$ cat config.mk
export PLATFORM = sky130hd
export DESIGN_NAME = led_sequencer
export DESIGN_NICKNAME = d
export VERILOG_FILES = /design/src/rtl/led_sequencer_pkg.sv /design/src/rtl/led_sequencer_btn_debounce.sv /design/src/rtl/led_sequencer.sv
export SDC_FILE = /design/constraint.sdc
export NUM_CORES = 1
export LEC_CHECK = 0
export CAP_MARGIN = 20
export CORE_AREA = 4 4 151 153
export CTS_CLUSTER_DIAMETER = 60
export DETAILED_ROUTE_END_ITERATION = 8
export DIE_AREA = 0 0 155 157
export PLACE_DENSITY = 0.5
export SLEW_MARGIN = 40
export SYNTH_ARGS = -nofsm -noshare
export SYNTH_HDL_FRONTEND = slang
export SYNTH_SLANG_ARGS = --single-unit
$ cat constraint.sdc
create_clock -name clk -period 5.8 [get_ports clk]
set_clock_uncertainty 0.1 [all_clocks]
set_input_delay 0.87 -clock clk [delete_from_list [all_inputs] [get_ports clk]]
set_output_delay 0.87 -clock clk [all_outputs]
set_load 0.02 [all_outputs]
$ cat src/rtl/led_sequencer_pkg.sv
// Shared encodings for the LED sequencer: pattern modes, FSM states and the
// value each pattern starts from.
package led_sequencer_pkg;

  localparam int LED_W = 10;

  typedef enum logic [1:0] {
    MODE_WALK   = 2'b00,
    MODE_BOUNCE = 2'b01,
    MODE_COUNT  = 2'b10,
    MODE_BLINK  = 2'b11
  } mode_e;

  typedef enum logic [1:0] {
    ST_IDLE  = 2'b00,
    ST_RUN   = 2'b01,
    ST_PAUSE = 2'b10
  } state_e;

  localparam logic [LED_W-1:0] INIT_WALK   = 10'h001;
  localparam logic [LED_W-1:0] INIT_BOUNCE = 10'h001;
  localparam logic [LED_W-1:0] INIT_COUNT  = 10'h000;
  localparam logic [LED_W-1:0] INIT_BLINK  = 10'h3FF;

  localparam logic DIR_UP   = 1'b0;
  localparam logic DIR_DOWN = 1'b1;

  function automatic logic [LED_W-1:0] mode_init(input mode_e m);
    case (m)
      MODE_WALK:   mode_init = INIT_WALK;
      MODE_BOUNCE: mode_init = INIT_BOUNCE;
      MODE_COUNT:  mode_init = INIT_COUNT;
      MODE_BLINK:  mode_init = INIT_BLINK;
      default:     mode_init = INIT_WALK;
    endcase
  endfunction

endpackage

$ cat src/rtl/led_sequencer_btn_debounce.sv
// Button conditioner: 2-FF synchronizer, stable-level debouncer and a one-cycle
// pulse on each accepted press (high-to-low). Releases never pulse.
module btn_debounce #(
  parameter int DEBOUNCE_CYCLES = 500_000
) (
  input  logic clk,
  input  logic rst,
  input  logic btn_n_i,
  output logic press_o
);

  localparam int CW = $clog2(DEBOUNCE_CYCLES + 1);
  localparam logic [CW-1:0] CNT_LAST = CW'(DEBOUNCE_CYCLES - 1);

  logic [1:0]    sync_q;
  logic          db_q;
  logic          armed_q;
  logic [CW-1:0] cnt_q;
  logic          press_q;
  logic          btn_s;

  assign btn_s = sync_q[1];

  // Until the input has been seen stably released, nothing counts as a press:
  // a button held through reset must be let go before it can start anything.
  always_ff @(posedge clk or posedge rst) begin
    if (rst) begin
      sync_q  <= 2'b11;
      db_q    <= 1'b1;
      armed_q <= 1'b0;
      cnt_q   <= '0;
      press_q <= 1'b0;
    end else begin
      sync_q  <= {sync_q[0], btn_n_i};
      press_q <= 1'b0;
      if (!armed_q) begin
        if (btn_s) begin
          if (cnt_q == CNT_LAST) begin
            armed_q <= 1'b1;
            db_q    <= 1'b1;
            cnt_q   <= '0;
          end else begin
            cnt_q <= cnt_q + CW'(1);
          end
        end else begin
          cnt_q <= '0;
        end
      end else if (btn_s != db_q) begin
        if (cnt_q == CNT_LAST) begin
          db_q    <= btn_s;
          cnt_q   <= '0;
          press_q <= ~btn_s;
        end else begin
          cnt_q <= cnt_q + CW'(1);
        end
      end else begin
        cnt_q <= '0;
      end
    end
  end

  assign press_o = press_q;

endmodule

$ cat src/rtl/led_sequencer.sv
// Ten-LED pattern sequencer: run/pause and clear buttons drive an IDLE/RUN/PAUSE
// FSM; a speed-scaled prescaler steps one of four patterns.
module led_sequencer
  import led_sequencer_pkg::*;
#(
  parameter int BASE_DIV        = 2_500_000,
  parameter int DEBOUNCE_CYCLES = 500_000
) (
  input  logic             clk,
  input  logic             rst,
  input  logic             btn_run_n,
  input  logic             btn_clr_n,
  input  logic [1:0]       mode,
  input  logic [2:0]       speed,
  output logic [LED_W-1:0] led,
  output logic             running,
  output logic             paused
);

  // Wide enough for the slowest speed; a speed drop below the current count
  // lets the counter run on to its natural wrap.
  localparam int PW = $clog2(BASE_DIV * 8);

  logic             run_pulse;
  logic             clr_pulse;

  state_e           state_q;
  logic [LED_W-1:0] led_q;
  logic             dir_q;
  mode_e            mode_q;
  logic [PW-1:0]    presc_q;
  logic             running_q;
  logic             paused_q;

  mode_e            mode_in;
  logic [31:0]      period_m1;
  logic             step_tick;
  logic [LED_W-1:0] step_led_d;
  logic             step_dir_d;

  btn_debounce #(.DEBOUNCE_CYCLES(DEBOUNCE_CYCLES)) u_run_btn (
    .clk     (clk),
    .rst     (rst),
    .btn_n_i (btn_run_n),
    .press_o (run_pulse)
  );

  btn_debounce #(.DEBOUNCE_CYCLES(DEBOUNCE_CYCLES)) u_clr_btn (
    .clk     (clk),
    .rst     (rst),
    .btn_n_i (btn_clr_n),
    .press_o (clr_pulse)
  );

  assign mode_in   = mode_e'(mode);
  assign period_m1 = 32'(BASE_DIV) * ({29'd0, speed} + 32'd1) - 32'd1;
  assign step_tick = ({{(32-PW){1'b0}}, presc_q} == period_m1);

  always_comb begin
    step_led_d = led_q;
    step_dir_d = dir_q;
    case (mode_q)
      MODE_WALK:   step_led_d = {led_q[LED_W-2:0], led_q[LED_W-1]};
      MODE_BOUNCE: begin
        if (dir_q == DIR_UP) begin
          if (led_q[LED_W-1]) begin
            step_led_d = led_q >> 1;
            step_dir_d = DIR_DOWN;
          end else begin
            step_led_d = led_q << 1;
          end
        end else begin
          if (led_q[0]) begin
            step_led_d = led_q << 1;
            step_dir_d = DIR_UP;
          end else begin
            step_led_d = led_q >> 1;
          end
        end
      end
      MODE_COUNT:  step_led_d = led_q + 10'd1;
      MODE_BLINK:  step_led_d = ~led_q;
      default:     step_led_d = led_q;
    endcase
  end

  // Clear outranks everything, including a run press in the same cycle.
  always_ff @(posedge clk or posedge rst) begin
    if (rst) begin
      state_q   <= ST_IDLE;
      led_q     <= '0;
      dir_q     <= DIR_UP;
      mode_q    <= MODE_WALK;
      presc_q   <= '0;
      running_q <= 1'b0;
      paused_q  <= 1'b0;
    end else if (clr_pulse) begin
      state_q   <= ST_IDLE;
      led_q     <= '0;
      dir_q     <= DIR_UP;
      presc_q   <= '0;
      running_q <= 1'b0;
      paused_q  <= 1'b0;
    end else begin
      case (state_q)
        ST_IDLE: begin
          if (run_pulse) begin
            state_q   <= ST_RUN;
            led_q     <= mode_init(mode_in);
            mode_q    <= mode_in;
            dir_q     <= DIR_UP;
            presc_q   <= '0;
            running_q <= 1'b1;
            paused_q  <= 1'b0;
          end
        end
        ST_RUN: begin
          if (run_pulse) begin
            state_q   <= ST_PAUSE;
            running_q <= 1'b0;
            paused_q  <= 1'b1;
          end else if (step_tick) begin
            presc_q <= '0;
            mode_q  <= mode_in;
            if (mode_in != mode_q) begin
              led_q <= mode_init(mode_in);
              dir_q <= DIR_UP;
            end else begin
              led_q <= step_led_d;
              dir_q <= step_dir_d;
            end
          end else begin
            presc_q <= presc_q + PW'(1);
          end
        end
        ST_PAUSE: begin
          if (run_pulse) begin
            state_q   <= ST_RUN;
            running_q <= 1'b1;
            paused_q  <= 1'b0;
          end
        end
        default: begin
          state_q   <= ST_IDLE;
          running_q <= 1'b0;
          paused_q  <= 1'b0;
        end
      endcase
    end
  end

  assign led     = led_q;
  assign running = running_q;
  assign paused  = paused_q;

endmodule

==> summary.md <==
| Metric | Value |
|---|---|
| Outcome | complete, no violations |
| Psw | 0.0004688 W |
| Largest buffer count on any clock path | 2 |
| Drc violations | 0 |
| Rows | 54 |
| Wl on met1 | 7.134 mm |
| Clock root buffer | clkbuf_16 |
| Worst slew margin | 50.75% |
| Area of the multi-input gates | 0.003991 mm² |
| CP Data Required Time | 5920 ps |
| Gr usage total | 12.66% |
| Die W | 155 µm |
| FMAX | 181.4 MHz |
| Synthesis-stage register bit count | 89 |
| Mean area per synthesized cell | 8.891 µm² |
| Post-Route WL | 14.76 mm |
| Core ar. | 0.02155 mm² |
| Min-delay src | u_run_btn.sync_q[0]$_DFF_PP1_ |
| Cell Pwr Density | 218.5 mW/mm² |
| Hold-fix buffer count after cts | 0 |
| Setup ws final | 286.8 ps |
| Minimum clock period | 5513 ps |
| Layout Nets | 825 |
| Dominant register cell in the synthesized netlist | dfrtp_1 |
| Layout filler cell count | 2219 |
| Area after DPL | 0.007278 mm² |
| Clock share of power | 38.5% |
| Top Layer Used | met4 |
| Crit path kind | input pin to register |
| Via count | 5160 |
| Drt initial violations | 209 |
| Design Area, Final | 0.007736 mm² |
| Critical Path AT | 5640 ps |
| Met2 wire len | 6.720 mm |
| Largest net degree at the start of global routing | 60 |
| Antenna diodes | 0 |
| Post-synth top area cell | dfrtp_1 |
| Synth Cell Area | 0.006312 mm² |
| Worst-margin pin slew | 738.7 ps |
| Later-pin clock latency in the skew report | 350 ps |
| P_int | 0.001222 W |
| Dpl ws | -397.5 ps |
| Peak VDD IR | 184.2 µV |
| Clk pin slew, worst setup/hold paths | 60 ps |
| Met3 Routed Length | 560 µm |
| Crit-path max FO | 11 |
| TritonRoute pass-1 iters | 4 |
| Startpoint Class | input pin |
| Synth top area cells | dfrtp_1 (33%), xnor2_1 (7.8%), xor2_1 (7.1%) |
| Initial core utilization | 29.29% |
| Final setup violation count | 0 |
| Max Slew Vio Count | 0 |
| Vias in the first global route | 5090 |
| Routed vias/inst | 4.822 |
| Htree depth | 3 |
| Unrepaired setup endpoints after global routing | false |
| Seq pwr share | 37.3% |
| Yosys top cell area share | 32.90% |
| Clk sinks | 89 |
| Worst Setup SP | speed[2] |
| Sequential-to-total area share from yosys stat | 35.40% |
| Unique masters post-synth | 73 |
| Post-Synthesis Cells | 710 |
| Area grow syn2layout | 22.56% |
| WL/cell | 13.79 µm |
| Post-synth EDFFs | 0 |
| First-pass GRT wire length | 25.56 mm |
| Worst Hold Class | register to register |
| I/O pins | 21 |
| Fin. Hold Viols | 0 |
| Crit. End Element | register |
| Post-DP HPWL | 10.93 mm |
| Synth warnings | 0 |
| Syn Nets | 750 |
| IO Port Bufs | 20 |
| CTS tree | yes |
| Routed Antenna Nets | 0 |
| Final period utilization | 95.06% |
| Sw Share | 27.73% |
| Ys async rst share | 100.0% |
| Worst r2r src | presc_q[0]$_DFFE_PP0P_ |
| Logic pwr share | 24.2% |
| Die area | 0.02434 mm² |
| Total area of sequential cells | 0.002235 mm² |
| Initial antenna violation count | 0 |
| Leak | 3.164 nW |
| Gr ovfl total | 0 |
| Layout cell share with drive strength beyond 1 | 16.84% |
| Die height | 157 µm |
| TritonCTS Buffers | 9 |
| Gpl congestion | 0.8098 |
| Max-cap viol count | 0 |
-- area by class of cell --
class / instances / share of cell area, %
multi-input cells: 574 / 51.59
repair buffers: 89 / 9.510
well taps: 280 / 4.529
flip-flops and latches: 89 / 28.89
inverters: 22 / 1.132
clock buffers: 10 / 3.089
clock inverters: 6 / 1.262
-- Yosys cell counts, types with 13 or more instances --
| cell type | n |
|---|---|
| xnor2_1 | 56 |
| a31oi_1 | 13 |
| a21oi_1 | 23 |
| nor2_1 | 100 |
| and3_1 | 17 |
| ha_1 | 29 |
| nand4_1 | 20 |
| dfrtp_1 | 83 |
| o21ai_0 | 20 |
| nand3_1 | 30 |
| nand2_1 | 61 |
| nor3_1 | 19 |
| inv_1 | 19 |
| clkbuf_1 | 20 |
| xor2_1 | 51 |
-- placed cells by master, fill, tap and decap left out, drive strengths merged, types with 10 or more instances in the layout --
master         Yosys  routed
dfrtp             83      83
nor2             100     100
clkdlybuf4s50      0      18
a31oi             13      13
o21ai             22      22
xor2              52      52
ha                29      29
nand4             20      20
and3              17      17
nand3             30      30
buf                5      69
clkbuf            20      10
a21oi             23      23
nor3              19      19
xnor2             57      57
nand2             62      62
inv               21      23
mux2              13      13
-- logic make-up after synthesis --
logic type	after synthesis	share of synthesized area [%]
AO/OA/AOI/OAI	109	12.65
XOR/XNOR	110	15.72
adder cells (fa/ha/maj)	31	6.383
buffers and inverters	47	3.052
flip-flops	89	35.40
multiplexers	16	2.795
AND/OR/NAND/NOR	308	24.00
-- routing by layer --
metal / global-route usage, % / vias to the layer above
met5: 0 / -
met4: 3.869 / 0
met3: 3.354 / 24
met2: 20.07 / 65
met1: 16.98 / 2417
li1: - / 2654
-- power by group through the flow --
stage          Clock [W]  Combinational (W)  Sequential (W)
3_3_place_gp           0           0.000392        0.000643
2_1_floorplan          0           0.000243        0.000642
5_1_grt         0.000697           0.000456        0.000631
6_report        0.000651           0.000409        0.000631
3_5_place_dp           0           0.000389        0.000642
4_1_cts         0.000673           0.000399        0.000631
-- final timing paths --
| path | end | slack [ps] | cells after the start |
|---|---|---|---|
| worst max-delay path | led[9]$_DFFE_PP0P_ | 290 | 18 |
| worst min-delay path | u_run_btn.sync_q[1]$_DFF_PP1_ | 260 | 0 |
| worst max register to register | led[9]$_DFFE_PP0P_ | 2710 | 10 |
| worst min register to register | u_run_btn.sync_q[1]$_DFF_PP1_ | 260 | 0 |
| max in group asynchronous | u_clr_btn.db_q$_DFFE_PP1P_ | 3930 | 3 |
| min in group asynchronous | u_clr_btn.cnt_q[3]$_DFF_PP0_ | 830 | 2 |
-- through the flow --
step | setup TNS [ps] | hold WS, ps | cells | power [W] | util (%)
after CTS | 0 | 258.5 | 1070 | 0.001703 | 35.53
after detailed placement | -9209 | 248.4 | 1052 | 0.001032 | 33.77
after global routing | 0 | 265.3 | 1070 | 0.001785 | 35.89
final | 0 | 258.7 | 1070 | 0.001691 | 35.89
after global placement | -7691 | 246.5 | 1052 | 0.001035 | 33.75
after floorplan | 0 | 245.2 | 710 | 0.0008843 | -
-- worst max-delay path: stages --
cell	delay, ps
clkdlybuf4s50_1	470
and2_2	180
nand2_1	90
inv_2	110
ha_1	270
fa_1	530
ha_2	300
o211a_1	240
a21oi_1	210
o22ai_1	220
a311oi_4	380
xnor3_1	270
nand4bb_1	180
a2111oi_4	390
a41oi_2	190
o21bai_2	220
buf_12	170
mux2_2	340
-- timing repair --
action | 4_1_cts | 5_1_grt
endpoints found under the setup margin | 9 | 34
buffers inserted | 2 | 0
gates resized for setup | 5 | 11
pin swaps | 4 | 5
-- sequential cells by signal, indices dropped and copies added, names as in the netlist, 2 cells and up --
signal            cells
led                  10
presc_q              25
u_clr_btn.sync_q      2
u_clr_btn.cnt_q      19
u_run_btn.cnt_q      19
state_q               2
mode_q                2
u_run_btn.sync_q      2
Note: power is estimated with default switching activity, not from simulation.
